===== src/rtl/interp_mux_sequencer.sv =====
// Select-side sequencer for the sub-pixel interpolation input mux: two-round sel sweep with back-pressure and abort.
// Optional `define SEQ_STALL_CNT_EN adds a saturating stall_cnt output counting ready=0 cycles during sweeps.
module interp_mux_sequencer #(
    parameter int unsigned NUM_PIXEL  = 8,
    parameter int unsigned SEL_W      = 8,
    parameter int unsigned GAP_CYCLES = 1
) (
    input  logic             clock,
    input  logic             reset,
    input  logic             start,
    input  logic             two_round,
    input  logic             abort,
    input  logic             ready,
    output logic [SEL_W-1:0] sel,
    output logic             first_round,
    output logic             issue_valid,
    output logic             mux_valid,
    output logic [2:0]       mux_region,
    output logic             busy,
    output logic             done
`ifdef SEQ_STALL_CNT_EN
    ,
    output logic [15:0]      stall_cnt
`endif
);

    localparam int unsigned R1_ROWS = NUM_PIXEL + 8;
    localparam int unsigned R1_COLS = R1_ROWS + NUM_PIXEL;
    localparam int unsigned R1_A    = R1_COLS + NUM_PIXEL;
    localparam int unsigned R1_B    = R1_A + NUM_PIXEL;
    localparam int unsigned R1_LAST = R1_B + NUM_PIXEL - 1;
    localparam int unsigned R2_ROWS = NUM_PIXEL + 3;
    localparam int unsigned R2_COLS = R2_ROWS + NUM_PIXEL;
    localparam int unsigned R2_A    = R2_COLS + NUM_PIXEL;
    localparam int unsigned R2_B    = R2_A + NUM_PIXEL;
    localparam int unsigned R2_LAST = R2_B + NUM_PIXEL - 1;

    typedef enum logic [2:0] {IDLE, ROUND1, GAP, ROUND2, FLUSH} state_t;

    state_t           state, state_next;
    logic [SEL_W-1:0] sel_next;
    logic             first_next;
    logic [1:0]       gap_cnt, gap_next;
    logic             two_round_q, tr_next;
    logic             issue;
    logic [2:0]       issue_region;
    logic [SEL_W-1:0] b_rows, b_cols, b_a, b_b;

    always_ff @(posedge clock or negedge reset) begin
        if (!reset) begin
            state       <= IDLE;
            sel         <= '0;
            first_round <= 1'b1;
            gap_cnt     <= '0;
            two_round_q <= 1'b0;
        end else begin
            state       <= state_next;
            sel         <= sel_next;
            first_round <= first_next;
            gap_cnt     <= gap_next;
            two_round_q <= tr_next;
        end
    end

    always_comb begin
        state_next = state;
        sel_next   = sel;
        first_next = first_round;
        gap_next   = gap_cnt;
        tr_next    = two_round_q;
        issue      = 1'b0;
        case (state)
            IDLE: begin
                if (start) begin
                    state_next = ROUND1;
                    sel_next   = '0;
                    first_next = 1'b1;
                    tr_next    = two_round;
                end
            end
            ROUND1: begin
                if (ready) begin
                    issue = 1'b1;
                    if (sel == SEL_W'(R1_LAST)) begin
                        sel_next = '0;
                        if (!two_round_q) begin
                            state_next = FLUSH;
                        end else if (GAP_CYCLES == 0) begin
                            state_next = ROUND2;
                            first_next = 1'b0;
                        end else begin
                            state_next = GAP;
                            gap_next   = '0;
                        end
                    end else begin
                        sel_next = sel + SEL_W'(1);
                    end
                end
            end
            GAP: begin
                if (gap_cnt == 2'(GAP_CYCLES - 1)) begin
                    state_next = ROUND2;
                    sel_next   = '0;
                    first_next = 1'b0;
                end else begin
                    gap_next = gap_cnt + 2'd1;
                end
            end
            ROUND2: begin
                if (ready) begin
                    issue = 1'b1;
                    if (sel == SEL_W'(R2_LAST)) begin
                        sel_next   = '0;
                        state_next = FLUSH;
                    end else begin
                        sel_next = sel + SEL_W'(1);
                    end
                end
            end
            FLUSH: begin
                state_next = IDLE;
                sel_next   = '0;
                first_next = 1'b1;
            end
            default: state_next = IDLE;
        endcase
        // abort overrides everything, including a start seen in IDLE and an issue this cycle
        if (abort) begin
            state_next = IDLE;
            sel_next   = '0;
            first_next = 1'b1;
            gap_next   = '0;
            tr_next    = two_round_q;
            issue      = 1'b0;
        end
    end

    always_comb begin
        b_rows = first_round ? SEL_W'(R1_ROWS) : SEL_W'(R2_ROWS);
        b_cols = first_round ? SEL_W'(R1_COLS) : SEL_W'(R2_COLS);
        b_a    = first_round ? SEL_W'(R1_A)    : SEL_W'(R2_A);
        b_b    = first_round ? SEL_W'(R1_B)    : SEL_W'(R2_B);
        if (sel < b_rows)      issue_region = 3'd0;
        else if (sel < b_cols) issue_region = 3'd1;
        else if (sel < b_a)    issue_region = 3'd2;
        else if (sel < b_b)    issue_region = 3'd3;
        else                   issue_region = 3'd4;
    end

    always_ff @(posedge clock or negedge reset) begin
        if (!reset) begin
            mux_valid  <= 1'b0;
            mux_region <= 3'd0;
        end else begin
            mux_valid <= issue;
            if (issue) begin
                mux_region <= issue_region;
            end
        end
    end

    assign issue_valid = issue;
    assign busy        = (state != IDLE);
    assign done        = (state == FLUSH);

`ifdef SEQ_STALL_CNT_EN
    always_ff @(posedge clock or negedge reset) begin
        if (!reset) begin
            stall_cnt <= '0;
        end else if (state == IDLE && start && !abort) begin
            stall_cnt <= '0;
        end else if ((state == ROUND1 || state == ROUND2) && !ready && stall_cnt != 16'hFFFF) begin
            stall_cnt <= stall_cnt + 16'd1;
        end
    end
`endif

endmodule


===== config.mk =====
export PLATFORM = sky130hd
export DESIGN_NAME = interp_mux_sequencer
export DESIGN_NICKNAME = d
export VERILOG_FILES = /design/src/rtl/interp_mux_sequencer.sv
export SDC_FILE = /design/constraint.sdc
export NUM_CORES = 1
export LEC_CHECK = 0
export ABC_AREA = 1
export CAP_MARGIN = 20
export CORE_MARGIN = 2
export CORE_UTILIZATION = 53
export DETAILED_ROUTE_END_ITERATION = 10
export HOLD_SLACK_MARGIN = 0.1
export PLACE_DENSITY = 0.75
export SYNTH_ARGS = -nofsm -noshare
export SYNTH_HDL_FRONTEND = slang
export SYNTH_SLANG_ARGS = --single-unit
export TNS_END_PERCENT = 5

===== constraint.sdc =====
create_clock -name clock -period 2.05 [get_ports clock]
set_clock_uncertainty 0.2 [all_clocks]
set_input_delay 0.3075 -clock clock [delete_from_list [all_inputs] [get_ports clock]]
set_output_delay 0.3075 -clock clock [all_outputs]
set_load 0.02 [all_outputs]

* Word-level counts from Yosys, hierarchy flattened
Cells that the tools add are included.
** Word-level totals
- Register bits :: 19
- Bits of input ports :: 6
- Output and inout port bits :: 16
- Logic and storage cells :: 78
** Cells by class
- $add $sub $neg :: 2
- Order comparisons :: 4
- Equal/unequal tests :: 14
- Mux-type cells :: 38
- Bitwise gates (word level) :: 1
- Reduce and logical (&&, ||, !) cells :: 12
** Operators by type and width (count)
- two-way mux 8 bit :: 7
- case mux 8 bit (5 select lines) :: 1
- two-way mux 3 bit :: 12
- inequality test 3 bit (second input constant) :: 8
- == test 8 x 6 -> 1 bit (second input constant) :: 2
- less-than comparator 8 x 5 -> 1 bit :: 2
- less-than comparator 8 x 6 -> 1 bit :: 2
- case mux 3 bit (4 select lines) :: 1
- two-way mux 2 bit :: 5
- AND reduction 5 bit :: 2
- adder 8 x 1 -> 8 bit (second input constant) :: 1
- two-way mux 4 bit :: 2
- == test 3 x 2 -> 1 bit (second input constant) :: 2
- two-way mux 1 bit :: 6
- two-way mux 6 bit :: 1
- AND reduction 3 bit :: 2
- AND reduction 6 bit :: 1
- nonzero test 3 bit :: 2
- nonzero test 6 bit :: 1
- two-way mux 5 bit :: 1
- case mux 2 bit (2 select lines) :: 1
- nonzero test 4 bit :: 1
- == test 3 x 1 -> 1 bit (second input constant) :: 1
- == test 3 bit (second input constant) :: 1
- 6 further kinds :: 6

* Depth between registers and ports, before layout
Gate-level depths: netlist of the first run.
- Depth in word-level cells :: 6
- Mapped depth :: 12
- Gate-level depth less buffers :: 12

* Worst setup path before layout of the first run
Ideal clock, no wire load.
- Kind :: reg2reg
- Start :: reg first_round
- End :: reg mux_region[1]
- Setup time :: 117 ps
- Arrival time :: 1555 ps
- Required time :: 1733 ps
- Slack :: 178 ps
- Cell stages (with the launch flop) :: 8
- Buffers on the path :: 0
- Cells stage by stage :: dfstp_2 -> inv_1 -> ha_1 -> or2_2 -> nand3_1 -> nand3_1 -> nand3_1 -> nand2_1
** On the way
- Cells in the longest elaborated chain, start to end :: 6
- Elaborated cells between the ends (all ways) :: 12
- Classes of those cells :: order compare (4); mux (8)
** RTL lines
- start, declared :: RTL line 15 : output logic first_round,
- start signal, assigned :: RTL line 59 : first_round <= first_next;
- two-way mux 4 bit :: RTL line 140, 142
- less-than comparator 8 x 6 -> 1 bit :: RTL line 146 : else if (sel < b_b) issue_region = 3'd3;
- two-way mux 3 bit :: RTL line 146
- two-way mux 3 bit :: RTL line 145 : else if (sel < b_a) issue_region = 3'd2;
- two-way mux 3 bit :: RTL line 144 : else if (sel < b_cols) issue_region = 3'd1;
- two-way mux 3 bit (*) :: RTL line 143 : if (sel < b_rows) issue_region = 3'd0;
- end signal, assigned :: RTL line 157 : mux_region <= issue_region;
- end, declared :: RTL line 18 : output logic [2:0] mux_region,
Mark *: on every way between the ends. The rest lies on a longest branch, timed or not.
A chain may end at the register's enable or synchronous reset.

* Worst setup path in the final report of the first run
- Start :: reg first_round
- End :: out first_round
No word-level cell between the ends.

==> flow_summary_export.csv, run 1 <==
group,metric,value,unit
clock_tree,clock-root-buffer,"clkbuf_4",
placed_design,port_buffers,21,
detailed_routing,vias,1405,
timing,hold_viol,0,
timing,slew_headroom,77.0,%
synthesis,synth-seq-cells,19,
global_routing,grt_pass1_vias,1360,
setup_path,r2r_cells,8,
setup_path,worst_path_max_delay_cell,"clkdlybuf4s50_1",
flow_run,maxCapViolCount,0,
timing,max_freq,0.498,GHz
global_routing,antenna_found_initial,0,
placed_design,pre_cts_ws,-153,ps
floorplan,pin_count,22,
setup_path,worstSetupStartpointType,"flop",
global_routing,met3_usage,2.79,%
synthesis,synth_area,1430,sq um
setup_path,arrival,1500,ps
setup_path,path_delay_family,"buffers and inverters",
floorplan,start_util,56.5,%
outcome,run_status,"finished clean",
global_routing,grt_pass1_wl,5.66,mm
power,p_leak,0.956,nW
global_routing,grt_usage,22.4,%
global_routing,busiest_layer,"met2",
floorplan,core_area,2520,sq um
floorplan,num_rows,18,
clock_tree,clkSinkCount,19,
setup_path,critPathKind,"flop to output port",
global_routing,grt_start_max_net_pins,20,
detailed_routing,drc_errors,0,
clock_tree,cts_hold_buf,0,
power,pwr_density_cell,890,nW/um^2
cells_and_area,layout_commonest_cell,"nand2_1",
timing,worst_pin_slew,344,ps
placed_design,hpwl,2.46,mm
synthesis,syn_avg_cell_area,7.10,sq um
placed_design,post-place-cells,260,
detailed_routing,post_drt_wl_per_cell,12.2,microns
global_routing,met2_usage,38.3,%
timing,setup_viol,0,
setup_path,end_kind,"output port",
detailed_routing,totalWireLength,3.22,mm
floorplan,fp.dieH,55.9,microns
timing,fin_crit_sh,98.0,%
power,ir_worst_vdd,0.000611,V
clock_tree,cts_buffer_depth,2,
timing,rsz0062_at_grt,"false",
floorplan,dieWidth,55.9,microns
cells_and_area,insertedDiodeCount,0,
timing,slew_violations,0,
global_routing,use_met1,29.5,%
setup_path,critPathMaxFanout,5,
setup_path,slowest_delay,610,ps
clock_tree,tritoncts.num_buffers,3,
synthesis,synth.distinct_cells,27,
setup_path,rr_startpoint,"first_round",
detailed_routing,drt_iter0_drc,80,
cells_and_area,areaGrowthSynthToFinish,24.8,%
synthesis,netlist_instances,201,
setup_path,r2r_slack,110,ps
timing,hold-worst-slack,128,ps
floorplan,die_area,3120,sq um
cells_and_area,drive_above_1_share,16.2,%
timing,setup_slack,40.4,ps
setup_path,worstPathRequired,1540,ps
clock_tree,htree_levels,1,
cells_and_area,final_cell_mix,"nand2_1 (54), inv_1 (32), nor2_1 (22)",
synthesis,ys_seq_area_share,33.4,%
detailed_routing,via_per_inst,5.30,
detailed_routing,drt-pass1-iter-count,4,
clock_tree,cts.clk_slew.worst_paths,110,ps
placed_design,gp_congestion,0.842,
global_routing,overflow,0,
setup_path,r2r_end,"mux_region[0]",
timing,fin_setup_tns,0,ps
setup_path,path_cells,"clkdlybuf4s50_1",
cells_and_area,finalNetCount,251,
synthesis,syn_nets,216,
cells_and_area,instances_no_fill,265,
detailed_routing,drtAntennaViolNets,0,
clock_tree,clock_latency,300,ps
timing,fin_crit,2010,ps
clock_tree,cts_tree,"done",
hold_path,min_path_type,"primary input to async pin",
setup_path,path_buf_inv,1,
synthesis,ys_warn_count,0,
## cell usage after synthesis
master	n	share of area [%]
nand4_2	1	0.88
ha_1	9	7.9
nand2_1	54	14
inv_4	1	0.44
nor2_1	22	5.8
dfrtp_1	18	32
nor2_4	2	1.6
o21ai_1	2	0.70
o211a_1	2	1.4
or2_2	1	0.44
a21oi_2	1	0.61
inv_2	2	0.53
nor3_2	2	1.4
dfstp_2	1	1.8
a211oi_1	1	0.53
nor2_2	2	0.88
nand3b_1	1	0.53
nand4_1	3	1.3
nand2_4	3	2.4
nand3_2	5	3.5
inv_1	32	8.4
nor3_1	6	2.1
o21ai_0	4	1.4
buf_6	1	0.79
nand3_1	18	6.3
nand2_2	1	0.44
a21oi_1	6	2.1
## logic make-up (layout without fill, tap and decap cells)
kind of cell	count (synthesis)	count (layout)	share of synthesized area, %
buf+inv	36	70	10.2
simple gates	121	121	41.8
flops	19	19	33.4
fa+ha+maj	9	9	7.89
compound gates	16	16	6.75
## repair_timing
item / CTS / global route
setup buffers: 0 / 1
gates resized for setup: 5 / 1
endpoints found under the setup margin: 4 / 3
## worst max-delay path by stage
| stage | cells after the start | from | to | slack (ps) |
|---|---|---|---|---|
| after floorplan | 7 | first_round | mux_region[1] | 180 |
| after detailed placement | 5 | abort | issue_valid | -150 |
| after CTS | 1 | first_round | first_round | 20 |
| after global placement | 5 | abort | issue_valid | -130 |
| after global routing | 1 | sel[5] | sel[5] | 0.5 |
| final | 1 | first_round | first_round | 40 |
## metrics by stage
stage | power [mW] | cell area, sq um | util, %
6_report | 1.58 | 1780 | 70.6
5_1_grt | 1.71 | 1780 | 70.6
4_1_cts | 1.58 | 1770 | 70.1
3_5_place_dp | 1.39 | 1740 | 69.1
3_3_place_gp | 1.37 | 1740 | 69.1
2_1_floorplan | 1.10 | 1430 | -
## metal layers
layer / part of all wire, % / up-vias
li1: - / 707
met1: 48 / 651
met2: 46 / 37
met3: 3.5 / 10
met4: 2.2 / 0
met5: 0 / -
## state kept, by name, summed over array words and instances (netlist names)
signal,count
sel,8
two_round_q,1
mux_valid,1
state,3
gap_cnt,2
mux_region,3
first_round,1
## power breakdown
group	internal [mW]	switching, mW	total (mW)
clock network	0.0759	0.122	0.198
logic	0.337	0.534	0.872
registers	0.445	0.0693	0.514
total	0.858	0.726	1.58
## final cells by class
type	count	area, sq um
Tap cell	30	37.5
Sequential cell	19	479
Timing Repair Buffer	31	294
Inverter	35	134
Multi-Input combinational cell	146	810
Clock buffer	4	26.3
Fill cell	206	742
Note: power is estimated with default switching activity, not from simulation.
==> run 2: changes to the inputs <==
CORE_ASPECT_RATIO = 0.9   (was unset)
==> run 2 against run 1 <==
The flow now finishes with violations (DRC). Maximum frequency is 3.7% higher. Clock power hardly changed. Sequential power hardly changed. Via count is 1.1% higher. Critical path depth stayed put. Die area hardly changed. Global-route usage is 1.2 points higher. Largest cell class unchanged. Critical endpoint is now sel[1]. First-iteration DRC count is 45% lower. Largest power group unchanged. Count of clock-buffer cells in the layout is 1 lower. Setup slack better by 71 ps. Utilization is 0.45 points higher.
==> flow_summary_export.csv, run 2 (same netlist as run 1, synthesis figures left out) <==
group,metric,value,unit
outcome,run_status,"complete, but fails checks",
outcome,violations,"DRC",
detailed_routing,drc_errors,4,
cells_and_area,instances_no_fill,264,
clock_tree,cts.clk_slew.worst_paths,120,ps
hold_path,min_path_type,"primary input to async pin",
global_routing,grt_pass1_vias,1284,
setup_path,end_kind,"output port",
cells_and_area,layout_commonest_cell,"nand2_1",
timing,slew_violations,0,
timing,hold_viol,0,
setup_path,worst_path_max_delay_cell,"clkdlybuf4s50_1",
power,ir_worst_vdd,0.000587,V
floorplan,dieWidth,58.7,microns
floorplan,num_rows,17,
cells_and_area,drive_above_1_share,17.8,%
detailed_routing,drtAntennaViolNets,0,
timing,rsz0062_at_grt,"false",
power,p_leak,0.953,nW
cells_and_area,finalNetCount,252,
floorplan,core_area,2510,sq um
cells_and_area,areaGrowthSynthToFinish,25.0,%
placed_design,placed_area,1760,sq um
power,pwr_density_cell,895,nW/um^2
setup_path,worstSetupStartpointType,"flop",
detailed_routing,post_drt_wl_per_cell,12.5,microns
setup_path,path_buf_inv,1,
global_routing,grt_start_max_net_pins,20,
timing,setup_slack,111,ps
detailed_routing,vias,1421,
setup_path,path_cells,"clkdlybuf4s50_1",
clock_tree,htree_levels,1,
cells_and_area,finish.utilization,71.0,%
global_routing,grt_usage,23.6,%
setup_path,worstPathRequired,1540,ps
placed_design,port_buffers,21,
cells_and_area,regMostFlops,"sel",
setup_path,critPathKind,"flop to output port",
cells_and_area,insertedDiodeCount,0,
cells_and_area,fin_area,1780,sq um
timing,hold-worst-slack,116,ps
setup_path,slowest_delay,650,ps
timing,fin_crit,1940,ps
global_routing,grt_pass1_wl,5.50,mm
flow_run,maxCapViolCount,0,
timing,worst_pin_slew,369,ps
setup_path,path_delay_family,"buffers and inverters",
clock_tree,cts_buffer_depth,2,
global_routing,antenna_found_initial,0,
clock_tree,clkSinkCount,19,
clock_tree,clock_latency,300,ps
placed_design,post-place-cells,260,
timing,max_freq,0.516,GHz
detailed_routing,drt-pass1-iter-count,7,
placed_design,gp_congestion,0.851,
setup_path,arrival,1430,ps
clock_tree,cts_hold_buf,0,
detailed_routing,totalWireLength,3.29,mm
floorplan,fp.dieH,53.2,microns
detailed_routing,drt_iter0_drc,44,
clock_tree,cts.repair_timing.setup_buffer_count,0,
cells_and_area,largest_reg_flops,8,
floorplan,pin_count,22,
floorplan,start_util,56.8,%
timing,fin_setup_tns,0,ps
cells_and_area,fillCellCount,201,
timing,fin_crit_sh,94.6,%
cells_and_area,top_regs,"sel (8), mux_region (3), state (3)",
timing,slew_headroom,75.3,%
clock_tree,tritoncts.num_buffers,3,
power,finalPower,1.60,mW
cells_and_area,final_cell_mix,"nand2_1 (54), inv_1 (32), nor2_1 (22)",
placed_design,hpwl,2.57,mm
clock_tree,cts_tree,"done",
placed_design,pre_cts_ws,-183,ps
floorplan,die_area,3120,sq um
clock_tree,clock-root-buffer,"clkbuf_4",
detailed_routing,via_per_inst,5.38,
setup_path,critPathMaxFanout,6,
timing,setup_viol,0,
global_routing,overflow,0,
run 2: routing by layer:
layer / share of wire [%] / vias to the layer above / global-route usage (%)
met5: 0 / - / 0
met4: 1.0 / 0 / 8.33
met3: 4.5 / 5 / 4.16
met2: 49 / 34 / 40.6
met1: 46 / 673 / 29.8
li1: - / 709 / -
run 2: report_power, final:
| group | internal, mW | leakage (nW) | switching [mW] |
|---|---|---|---|
| combinational | 0.330 | 0.686 | 0.556 |
| sequential | 0.444 | 0.250 | 0.0687 |
| clock | 0.0728 | 0.0177 | 0.124 |
| total | 0.847 | 0.953 | 0.749 |
run 2: final timing paths:
kind	cells past startpoint	slack (ps)	start	end
min in group clock	2	300	mux_region[2]	mux_region[2]
min	2	120	reset	state[1]
max	1	110	sel[1]	sel[1]
min reg2reg	2	300	mux_region[2]	mux_region[2]
max reg2reg	8	190	first_round	mux_region[1]
max in group asynchronous	2	1270	reset	first_round
run 2: timing repair:
item	in CTS	in global routing
setup endpoints to repair	4	4
hold endpoints to repair	0	0
cloned	0	0
gates resized for setup	5	5
run 2: layout make-up:
type	instances	area [sq um]	share of cell area, %
multi-input combinational	146	810	45.4
clock inverter	1	5.00	0.281
sequential	19	480	26.9
tap	28	35.0	1.96
inverter	35	134	7.51
timing repair buffer	32	297	16.6
clock buffer	3	22.5	1.26
